==> src/rtl/divide_pkg.sv <==
// Shared widths and state encoding for the divide datapath.
// INWIDTH  : divisor / remainder width (also used by multiply)
// OUTWIDTH : dividend / quotient width and restoring iteration count
package divide_pkg;

    localparam int unsigned INWIDTH  = 8;
    localparam int unsigned OUTWIDTH = 2 * INWIDTH;

    typedef enum logic {
        IDLE = 1'b0,
        RUN  = 1'b1
    } div_state_t;

endpackage

==> src/rtl/divide_step.sv <==
// One combinational restoring-division iteration.
// Ports:
//   rem      in  INWIDTH+1  partial remainder (always < dreg)
//   nq_msb   in  1          next dividend bit shifted into the remainder
//   dreg     in  INWIDTH    divisor
//   rem_next out INWIDTH+1  partial remainder after this step
//   qbit     out 1          quotient bit produced by this step
import divide_pkg::*;

module divide_step #(
    parameter int unsigned INWIDTH = divide_pkg::INWIDTH
) (
    input  logic [INWIDTH:0]   rem,
    input  logic               nq_msb,
    input  logic [INWIDTH-1:0] dreg,
    output logic [INWIDTH:0]   rem_next,
    output logic               qbit
);

    // Shift is computed one bit wider than t so the top remainder bit still
    // takes part in the compare; with rem < dreg that bit is always zero.
    logic [INWIDTH+1:0] t_w;
    logic [INWIDTH:0]   diff;

    always_comb begin
        t_w      = {rem, nq_msb};
        diff     = t_w[INWIDTH:0] - {1'b0, dreg};
        qbit     = (t_w >= {2'b00, dreg});
        rem_next = qbit ? diff : t_w[INWIDTH:0];
    end

endmodule

==> src/rtl/divide.sv <==
// Sequential unsigned restoring divider, one quotient bit per clock.
// Ports:
//   clk   in  1         rising-edge clock
//   rst   in  1         asynchronous active-high reset
//   start in  1         request, accepted on an edge while ready=1
//   N     in  OUTWIDTH  dividend, captured on accept
//   D     in  INWIDTH   divisor, captured on accept
//   Q     out OUTWIDTH  quotient (registered)
//   R     out INWIDTH   remainder (registered)
//   ready out 1         idle; Q/R/dbz hold a valid result
//   dbz   out 1         last result was a divide by zero
import divide_pkg::*;

module divide #(
    parameter int unsigned INWIDTH  = divide_pkg::INWIDTH,
    parameter int unsigned OUTWIDTH = 2 * INWIDTH
) (
    input  logic                clk,
    input  logic                rst,
    input  logic                start,
    input  logic [OUTWIDTH-1:0] N,
    input  logic [INWIDTH-1:0]  D,
    output logic [OUTWIDTH-1:0] Q,
    output logic [INWIDTH-1:0]  R,
    output logic                ready,
    output logic                dbz
);

    localparam int unsigned CW = $clog2(OUTWIDTH + 1);

    div_state_t          state_q, state_d;
    logic [OUTWIDTH-1:0] nq_q, nq_d;
    logic [INWIDTH-1:0]  dreg_q, dreg_d;
    logic [INWIDTH:0]    rem_q, rem_d;
    logic [CW-1:0]       cnt_q, cnt_d;
    logic [OUTWIDTH-1:0] q_q, q_d;
    logic [INWIDTH-1:0]  r_q, r_d;
    logic                dbz_q, dbz_d;

    logic [INWIDTH:0]    rem_next;
    logic                qbit;

    divide_step #(
        .INWIDTH (INWIDTH)
    ) u_step (
        .rem      (rem_q),
        .nq_msb   (nq_q[OUTWIDTH-1]),
        .dreg     (dreg_q),
        .rem_next (rem_next),
        .qbit     (qbit)
    );

    always_comb begin
        state_d = state_q;
        nq_d    = nq_q;
        dreg_d  = dreg_q;
        rem_d   = rem_q;
        cnt_d   = cnt_q;
        q_d     = q_q;
        r_d     = r_q;
        dbz_d   = dbz_q;

        unique case (state_q)
            IDLE: begin
                if (start) begin
                    if (D != '0) begin
                        nq_d    = N;
                        dreg_d  = D;
                        rem_d   = '0;
                        cnt_d   = CW'(OUTWIDTH);
                        dbz_d   = 1'b0;
                        state_d = RUN;
                    end else begin
                        // Divide by zero resolves in the accept cycle itself.
                        q_d   = '1;
                        r_d   = N[INWIDTH-1:0];
                        dbz_d = 1'b1;
                    end
                end
            end
            RUN: begin
                rem_d = rem_next;
                nq_d  = {nq_q[OUTWIDTH-2:0], qbit};
                cnt_d = cnt_q - CW'(1);
                if (cnt_q == CW'(1)) begin
                    q_d     = nq_d;
                    r_d     = rem_next[INWIDTH-1:0];
                    state_d = IDLE;
                end
            end
            default: state_d = IDLE;
        endcase
    end

    always_ff @(posedge clk or posedge rst) begin
        if (rst) begin
            state_q <= IDLE;
            nq_q    <= '0;
            dreg_q  <= '0;
            rem_q   <= '0;
            cnt_q   <= '0;
            q_q     <= '0;
            r_q     <= '0;
            dbz_q   <= 1'b0;
        end else begin
            state_q <= state_d;
            nq_q    <= nq_d;
            dreg_q  <= dreg_d;
            rem_q   <= rem_d;
            cnt_q   <= cnt_d;
            q_q     <= q_d;
            r_q     <= r_d;
            dbz_q   <= dbz_d;
        end
    end

    assign Q     = q_q;
    assign R     = r_q;
    assign dbz   = dbz_q;
    assign ready = (state_q == IDLE);

endmodule

==> config.mk <==
export PLATFORM = sky130hd
export DESIGN_NAME = divide
export DESIGN_NICKNAME = d
export VERILOG_FILES = /design/src/rtl/divide_pkg.sv /design/src/rtl/divide_step.sv /design/src/rtl/divide.sv
export SDC_FILE = /design/constraint.sdc
export NUM_CORES = 1
export LEC_CHECK = 0
export ABC_AREA = 1
export BUFFER_PORTS_ARGS = -buffer_cell sky130_fd_sc_hd__clkbuf_2
export CORE_AREA = 10 10 103 105
export CTS_CLUSTER_SIZE = 10
export DETAILED_ROUTE_END_ITERATION = 8
export DIE_AREA = 0 0 113 115
export GPL_TIMING_DRIVEN = 0
export PLACE_DENSITY_LB_ADDON = 0.05
export SYNTH_ARGS = -nofsm -noshare
export SYNTH_HDL_FRONTEND = slang
export SYNTH_SLANG_ARGS = --single-unit
==> constraint.sdc <==
create_clock -name clk -period 4.2 [get_ports clk]
set_clock_uncertainty 0.05 [all_clocks]
set_input_delay 0.63 -clock clk [delete_from_list [all_inputs] [get_ports clk]]
set_output_delay 0.63 -clock clk [all_outputs]
set_load 0.03 [all_outputs]
# Yosys cells after proc, flatten, opt, wreduce, memory -nomap -nowiden
# Cells that the tools add are included.
[totals]
out_inout_bits = 26
wordCells = 45
inputBits = 27
register_bits = 64
[op_classes]
n_lt_le_gt_ge = 1
n_addsub = 2
muxes = 23
bitwise = 1
reduce_logical = 5
n_eq_ne = 5
[ops]
columns = ["operator", "n"]
rows = [
  ["$mux 16", 5],
  ["$pmux 16 s2", 2],
  ["$mux 9", 3],
  ["$mux 8", 3],
  ["$pmux 9 s2", 1],
  ["$pmux 8 s2", 1],
  ["$ge 10x8->1", 1],
  ["$mux 5", 2],
  ["$pmux 5 s2", 1],
  ["$sub 9x8->9", 1],
  ["$reduce_bool 8->1", 1],
  ["$reduce_and 3->1", 2],
  ["$eq 5x1->1 const B", 1],
  ["$sub 5x1->5 const B", 1],
  ["$mux 1", 4],
  ["$ne 2x1->1 const B", 2],
  ["$ne 2x2->1 const B", 2],
  ["$reduce_and 2->1", 2],
  ["$pmux 1 s2", 1],
  ["$not 1->1", 1],
]

# Depth between registers and ports, before layout
# Gate-level depths: netlist of the first run.
[logic_depth]
word_depth = 4
mapped_depth = 14
mapped_depth_nobuf = 14

# By module
# From an unflattened synthesis of the first run, not the netlist that was laid out.
[unflattened]
cells_unflattened = 496
hier_area_um2 = 3629.7
[by_module_without_submodules]
columns = ["module", "cells_each", "instances", "area_each_um2", "seq_area_each_um2"]
rows = [
  ["divide", 377, 1, 2964.1, 1601.5],
  ["divide_step", 119, 1, 665.6, 0.0],
]

# Worst setup path before layout of the first run
# No wires, ideal clock.
[synth_path]
path_kind = "register -> register"
startpoint = "register nq_q[15]"
endpoint = "register r_q[1], in the netlist R[1]"
required_time_ns = 4.037
setup_ns = 0.113
n_path_buf = 0
arrival_ns = 1.831
synth_period_minus_slack_ns = 1.994
setup_slack_ns = 2.206
path_stages_with_launch = 15
cell_sequence = "dfrtp_1 inv_1 ha_1 inv_1 fa_1 nand3_1 clkinv_1 nor2_4 nor2_4 nor2_8 nor2_8 nand2_2 nand3_1 nand2_1 inv_1"
[synth_between]
elab_chain_cells = 4
elab_cells_between_ends = 5
cone_classes = "add/sub: 1; order compare: 1; mux: 3"
[synth_lines]
columns = ["element", "line_no", "text"]
rows = [
  ["start: declaration", "divide.sv:32", "logic [OUTWIDTH-1:0] nq_q, nq_d;"],
  ["start signal: assignment", "divide.sv:107", "nq_q <= nq_d;"],
  ["$sub 9x8->9 / $ge 10x8->1 (equally long branches)", "divide_step.sv:27, divide_step.sv:28", ""],
  ["$mux 9 *", "divide_step.sv:29", "rem_next = qbit ? diff : t_w[INWIDTH:0];"],
  ["$mux 8 *", "divide.sv:85", "if (cnt_q == CW'(1)) begin"],
  ["$pmux 8 s2 *", "divide.sv:63", "unique case (state_q)"],
  ["end signal: assignment", "divide.sv:112", "r_q <= r_d;"],
  ["end: declaration", "divide.sv:37", "logic [INWIDTH-1:0] r_q, r_d;"],
]
# Mark *: on every way between the ends. The rest lies on a longest branch, timed or not. The select of a mux whose other input is x is not followed.
# A chain may end at the register's enable or synchronous reset.

# Worst setup path after layout of the first run
[layout_path]
startpoint = "register state_q"
endpoint = "output ready"
[layout_between]
elab_chain_cells = 1
[layout_lines]
columns = ["element", "line_no", "text"]
rows = [
  ["start: declaration", "divide.sv:31", "div_state_t state_q, state_d;"],
  ["start signal: assignment", "divide.sv:106", "state_q <= state_d;"],
  ["$not 1->1 (no source line)", "--", ""],
  ["end: declaration", "divide.sv:25", "output logic ready,"],
]
# No other way between the ends.

==> results of run 1 <==
## sequential cells by signal (all words and copies together), names as in the netlist
name,count
rem_q,9
nq_q,16
cnt_q,5
R,8
Q,16
dreg_q,8
state_q,1
dbz,1
## through the flow
| step | total power (W) | instances |
|---|---|---|
| floorplan | 0.00262 | 418 |
| global placement | 0.00308 | 578 |
| detailed placement | 0.00312 | 578 |
| CTS | 0.00362 | 594 |
| global route | 0.00393 | 594 |
| finish | 0.00357 | 594 |
## power by group through the flow
| stage | Sequential, W | Clock (W) | Combinational [W] |
|---|---|---|---|
| 2_1_floorplan | 0.00126 | 0 | 0.00136 |
| 3_3_place_gp | 0.00109 | 0 | 0.00199 |
| 3_5_place_dp | 0.00110 | 0 | 0.00202 |
| 4_1_cts | 0.00109 | 0.000499 | 0.00203 |
| 5_1_grt | 0.00112 | 0.000519 | 0.00229 |
| 6_report | 0.00109 | 0.000484 | 0.00200 |
## cells by family after synthesis
family | count (synthesis)
AOI/OAI and AO/OA | 59
adders and majority gates | 11
buffers and inverters | 76
xor gates and xnor gates | 4
DFF | 64
and+or+nand+nor | 204
## area by class of cell
| class | count | area, um^2 |
|---|---|---|
| plain buffers | 15 | 68.8 |
| clock buffers | 11 | 141 |
| clock inverters | 5 | 31.3 |
| fillers | 886 | 4650 |
| inverters | 61 | 231 |
| multi-input cells | 278 | 1430 |
| flip-flops and latches | 64 | 1600 |
| well taps | 108 | 135 |
| repair buffers | 52 | 260 |
## path summary, 6_finish.rpt
kind | endpoint | startpoint | slack (ns) | cells after the start
hold / removal | cnt_q[2]$_DFFE_PP0P_ | rst | 0.37 | 2
min in group clk | nq_q[11]$_DFFE_PP0P_ | nq_q[11]$_DFFE_PP0P_ | 0.44 | 2
setup reg to reg | R[3]$_DFFE_PP0P_ | nq_q[15]$_DFFE_PP0P_ | 1.93 | 14
hold reg to reg | nq_q[11]$_DFFE_PP0P_ | nq_q[11]$_DFFE_PP0P_ | 0.44 | 2
max in group asynchronous | nq_q[10]$_DFFE_PP0P_ | rst | 3.20 | 2
setup / recovery | ready | state_q$_DFF_PP0_ | 1.82 | 3
## synthesized netlist by cell type
library cell,count
sky130_fd_sc_hd__nand2_1,95
sky130_fd_sc_hd__dfrtp_1,64
sky130_fd_sc_hd__inv_1,56
sky130_fd_sc_hd__nor2_1,48
sky130_fd_sc_hd__o21ai_0,33
sky130_fd_sc_hd__nand3_1,32
sky130_fd_sc_hd__buf_2,10
sky130_fd_sc_hd__ha_1,10
sky130_fd_sc_hd__nand2_2,10
sky130_fd_sc_hd__a31oi_1,9
sky130_fd_sc_hd__o31ai_1,8
sky130_fd_sc_hd__or2_2,8
sky130_fd_sc_hd__a21oi_1,4
sky130_fd_sc_hd__inv_2,4
sky130_fd_sc_hd__clkbuf_1,3
sky130_fd_sc_hd__nand4_1,3
sky130_fd_sc_hd__xor2_1,3
sky130_fd_sc_hd__buf_1,2
sky130_fd_sc_hd__nor2_4,2
sky130_fd_sc_hd__nor2_8,2
sky130_fd_sc_hd__o21ai_1,2
sky130_fd_sc_hd__and2_1,1
sky130_fd_sc_hd__clkinv_1,1
sky130_fd_sc_hd__fa_1,1
sky130_fd_sc_hd__nand3_2,1
sky130_fd_sc_hd__nor2_2,1
sky130_fd_sc_hd__nor4_1,1
sky130_fd_sc_hd__o211ai_1,1
sky130_fd_sc_hd__o21bai_1,1
sky130_fd_sc_hd__o22ai_1,1
sky130_fd_sc_hd__xnor2_1,1
## metal layers
| layer | routed length, um | global-route usage |
|---|---|---|
| met1 | 3970 | 0.169 |
| met3 | 388 | 0.0328 |
| met5 | 0 | 0 |
| met4 | 210 | 0.0660 |
| met2 | 4010 | 0.223 |
==> impl_metrics.toml, run 1 <==
[clock_tree]
ctsHtreeMaxLevel = 3
path_clk_slew_ns = 0.07
holdBufCountCts = 0
tritoncts = "built"
number_of_instances_resized_during_post_cts_repair = 0
count_of_buffers_added_by_post_cts_timing_repair_for_setup = 0
ctsRootBufferMaster = "sky130_fd_sc_hd__clkbuf_8"
total_cts_buffers = 9
clock_latency_ns = 0.35
cts_max_path_buffers = 2
clock_sinks = 64

[finish]
syn2layout_area_growth_pct = 17.1
final_area_um2 = 3900
finish.utilization = 0.456
most_common_cell_after_layout_fill_and_taps_aside = "sky130_fd_sc_hd__nand2_1"
antenna_cells = 0
drive_gt1_frac = 0.218
final_nets = 519
most-common-layout-cells = "sky130_fd_sc_hd__nand2_1, sky130_fd_sc_hd__dfrtp_1, sky130_fd_sc_hd__inv_1, sky130_fd_sc_hd__clkbuf_2, sky130_fd_sc_hd__nor2_1"

[timing]
maximum_frequency_from_static_timing_analysis_mhz = 420
fin_ws_ns = 1.82
final_hold_viol_count = 0
maxSlewViolCount = 0
max-slew-margin-rel = 0.460
whs_ns = 0.366
setup_tns_ns = 0
setup_viol = 0
post-route-min-period_ns = 2.38
finalCritPeriodShare = 0.567
setup_repair_after_global_routing_missed_its_margin = "false"
worst_max_slew_pin_slew_ns = 0.811

[synth]
synth_xor_area_frac = 0.0105
dominant_cell_type_by_area_after_synthesis = "sky130_fd_sc_hd__dfrtp_1"
avg_inst_size_synth_um2 = 7.97
synth_top_family_by_area = "simple AND/OR/NAND/NOR gates"
flop_and_latch_count_out_of_synthesis = 64
netlist.area_leader.share = 0.481
fraction_of_synthesized_area_in_multiplexers = 0
synth_simple_gate_area_share = 0.276
synth_area_um2 = 3330
synth_adder_area_share = 0.0436
synthesis.nets = 456
synth_warnings = 0
netlist_instances = 418
ys_top_cells_by_area = "sky130_fd_sc_hd__dfrtp_1, sky130_fd_sc_hd__nand2_1, sky130_fd_sc_hd__inv_1"
yosysSeqAreaShare = 0.481
distinct_cell_type_count_of_the_synthesized_netlist = 31
synth-compound-area-share = 0.0999

[power_and_ir_drop]
max-vdd-ir-drop_mv = 0.321
powerDensity_nw_per_um2 = 914
intPower_w = 0.00185
net-switching-power_w = 0.00172
power.static_leakage_nw = 2.04
share_comb_of_total_power = 0.560
clock_power_share = 0.136
sw_frac_of_total = 0.481
seq_power_share = 0.304

[grt]
antenna_found_initial = 0
grt.overflow.total = 0
largest_net_degree_at_the_start_of_global_routing = 65
via_count_of_the_first_global_routing_pass = 3013
track_usage = 0.138
grt_first_pass_wirelength_um = 14400

[floorplanning]
chipHeight_um = 115
initial_core_util = 0.390
design.portCount = 53
fp.coreArea_um2 = 8550
num_rows = 34
die_width_um = 113
die-area_um2 = 13000

[detailed_routing]
drt_iter0_markers = 76
routedWlPerCell_um = 14.4
detailedRoute.firstPassIterationCount = 4
routed_via_density = 4.78
routed_vias = 2838
post-route-drc-count = 0
wl_um = 8580
ant_nets = 0

[critical_path]
critical-path-slowest-cell = "sky130_fd_sc_hd__dfrtp_1"
worst_setup_path_end_kind = "output port"
cp_data_arrival_time_ns = 1.70
crit_fanout = 10
critPathBufInv = 3
critical_path.max_stage_delay_ns = 0.43
cpLargestDelayFamily = "buffers and inverters"
critical_path_class = "reg -> out"
worstPathRequired_ns = 3.52
cp-start-kind = "flop"
timing.critical_path.cells = "inv_2, clkbuf_1, clkbuf_2"

[worst_hold_path]
min_path_type = "in -> async"

[run_status]
status = "finished, final reports clean"

[place]
io_buffers = 52
detailed_place_hpwl_um = 6460
placed_area_um2 = 3730
dp_worst_setup_slack_ns = 1.94
gp_routability_congestion = 0.814

[flow_run]
timing.max_cap.violations = 0
Note: power is estimated with default switching activity, not from simulation.
==> inputs of run 2 (changes only) <==
==> constraint.sdc (replaced) <==
create_clock -name clk -period 2.4 [get_ports clk]
set_clock_uncertainty 0.05 [all_clocks]
set_input_delay 0.36 -clock clk [delete_from_list [all_inputs] [get_ports clk]]
set_output_delay 0.36 -clock clk [all_outputs]
set_load 0.03 [all_outputs]
==> run 2 against run 1 <==
Net effect:
- die area is the same
- highest routed layer unchanged
- non-clock buffer count grew 1
- largest cell class unchanged
- cell count grew 0.34%
- design area grew 0.48%
==> impl_metrics.toml, run 2 (synthesis results as in run 1) <==
[detailed_routing]
wl_um = 8640
drt_iter0_markers = 94
routed_via_density = 4.79
post-route-drc-count = 0
routed_vias = 2853
ant_nets = 0
detailedRoute.firstPassIterationCount = 4
routedWlPerCell_um = 14.5

[timing]
maximum_frequency_from_static_timing_analysis_mhz = 452
max-slew-margin-rel = 0.459
setup_viol = 0
worst_max_slew_pin_slew_ns = 0.812
final_hold_viol_count = 0
setup_tns_ns = 0
finalCritPeriodShare = 0.922
setup_repair_after_global_routing_missed_its_margin = "false"
fin_ws_ns = 0.187
whs_ns = 0.0969
post-route-min-period_ns = 2.21
maxSlewViolCount = 0

[critical_path]
worstSetupStartpoint = "nq_q[15]$_DFFE_PP0P_"
worstPathRequired_ns = 2.60
rr_endpoint = "R[3]$_DFFE_PP0P_"
timing.reg2reg.worst_path_depth = 14
rr_startpoint = "nq_q[15]$_DFFE_PP0P_"
worst-r2r-setup-slack_ns = 0.19
critical_path_class = "reg -> reg"
crit_fanout = 10
cp-start-kind = "flop"
cp_data_arrival_time_ns = 2.42
worst_setup_path_end_kind = "flop"

[power_and_ir_drop]
net-switching-power_w = 0.00303
clock_power_share = 0.134
share_comb_of_total_power = 0.565
power.static_leakage_nw = 2.04
intPower_w = 0.00328
seq_power_share = 0.301
sw_frac_of_total = 0.481
powerDensity_nw_per_um2 = 1610
max-vdd-ir-drop_mv = 0.559

[finish]
final_nets = 521
finish.utilization = 0.459
most-common-layout-cells = "sky130_fd_sc_hd__nand2_1, sky130_fd_sc_hd__dfrtp_1, sky130_fd_sc_hd__inv_1, sky130_fd_sc_hd__clkbuf_2, sky130_fd_sc_hd__nor2_1"
most_common_cell_after_layout_fill_and_taps_aside = "sky130_fd_sc_hd__nand2_1"
fillCellCount = 888
drive_gt1_frac = 0.221
syn2layout_area_growth_pct = 17.7
antenna_cells = 0

[clock_tree]
tritoncts = "built"
clock_latency_ns = 0.35
holdBufCountCts = 0
ctsHtreeMaxLevel = 3
total_cts_buffers = 9
clock_sinks = 64
cts_max_path_buffers = 2
path_clk_slew_ns = 0.07
ctsRootBufferMaster = "sky130_fd_sc_hd__clkbuf_8"

[grt]
grt.overflow.total = 0
antenna_found_initial = 0
largest_net_degree_at_the_start_of_global_routing = 65
track_usage = 0.138
grt_first_pass_wirelength_um = 14400
via_count_of_the_first_global_routing_pass = 3013

[worst_hold_path]
min_path_type = "in -> async"

[place]
detailed_place_hpwl_um = 6460
gp_routability_congestion = 0.814
dp_worst_setup_slack_ns = 0.141
io_buffers = 52

[floorplanning]
initial_core_util = 0.390
chipHeight_um = 115
num_rows = 34
fp.coreArea_um2 = 8550
design.portCount = 53
die-area_um2 = 13000
die_width_um = 113

[run_status]
status = "finished, final reports clean"

[flow_run]
timing.max_cap.violations = 0
run 2: cell types whose count changed in the layout (fill, tap and decap cells not counted):
cell / delta
sky130_fd_sc_hd__nor2_4: +1
sky130_fd_sc_hd__buf_4: +1
run 2: timing repair:
action	in CTS	in global routing
setup endpoints to repair	0	9
setup buffers	0	1
gates resized for setup	0	0
run 2: area by class of cell:
class	instances	area [um^2]	share of cell area
tap	108	135	0.0345
buffer	15	68.8	0.0175
inverter	61	231	0.0590
multi-input combinational	279	1440	0.368
clock inverter	5	31.3	0.00798
clock buffer	11	141	0.0361
sequential	64	1600	0.408
timing repair buffer	53	268	0.0683
run 2: worst max path at each step:
stage                                   to  slack [ns]  cells past startpoint
after floorplan           Q[0]$_DFFE_PP0P_        0.39                      1
after global placement    R[7]$_DFFE_PP0P_       -0.56                      2
after detailed placement  R[4]$_DFFE_PP0P_        0.14                     14
after CTS                 R[3]$_DFFE_PP0P_        0.13                     14
after global routing      R[1]$_DFFE_PP0P_       0.003                     14
final                     R[3]$_DFFE_PP0P_        0.19                     14
run 2: worst max-delay path, stage by stage, from the launching register on:
cell,delay [ns]
sky130_fd_sc_hd__dfrtp_1,0.41
sky130_fd_sc_hd__inv_1,0.06
sky130_fd_sc_hd__ha_1,0.13
sky130_fd_sc_hd__inv_1,0.07
sky130_fd_sc_hd__fa_1,0.43
sky130_fd_sc_hd__nand3_1,0.12
sky130_fd_sc_hd__clkinv_1,0.10
sky130_fd_sc_hd__nor2_4,0.14
sky130_fd_sc_hd__nor2_4,0.08
sky130_fd_sc_hd__nor2_8,0.16
sky130_fd_sc_hd__nor2_8,0.08
sky130_fd_sc_hd__nand2_2,0.08
sky130_fd_sc_hd__nand3_1,0.10
sky130_fd_sc_hd__nand2_1,0.08
sky130_fd_sc_hd__inv_1,0.03
run 2: layer usage:
metal / part of all wire / vias to the layer above / track usage
met4: 0.024 / 0 / 0.0660
li1: - / 1456 / -
met2: 0.47 / 59 / 0.223
met1: 0.46 / 1322 / 0.169
met5: 0 / - / 0
met3: 0.047 / 16 / 0.0328
run 2: stage by stage:
stage	instance area, um^2	power [W]	instances
finish	3920	0.00631	596
detailed placement	3730	0.00545	578
global placement	3730	0.00539	578
floorplan	3330	0.00459	418
global route	3920	0.00695	596
CTS	3900	0.00633	594
run 2: power by group through the flow:
| stage | sequential [W] | combinational, W | clock, W |
|---|---|---|---|
| final | 0.00190 | 0.00356 | 0.000848 |
| after global routing | 0.00197 | 0.00407 | 0.000908 |
| after CTS | 0.00190 | 0.00355 | 0.000873 |
| after detailed placement | 0.00192 | 0.00353 | 0 |
| after global placement | 0.00191 | 0.00348 | 0 |
| after floorplan | 0.00221 | 0.00238 | 0 |
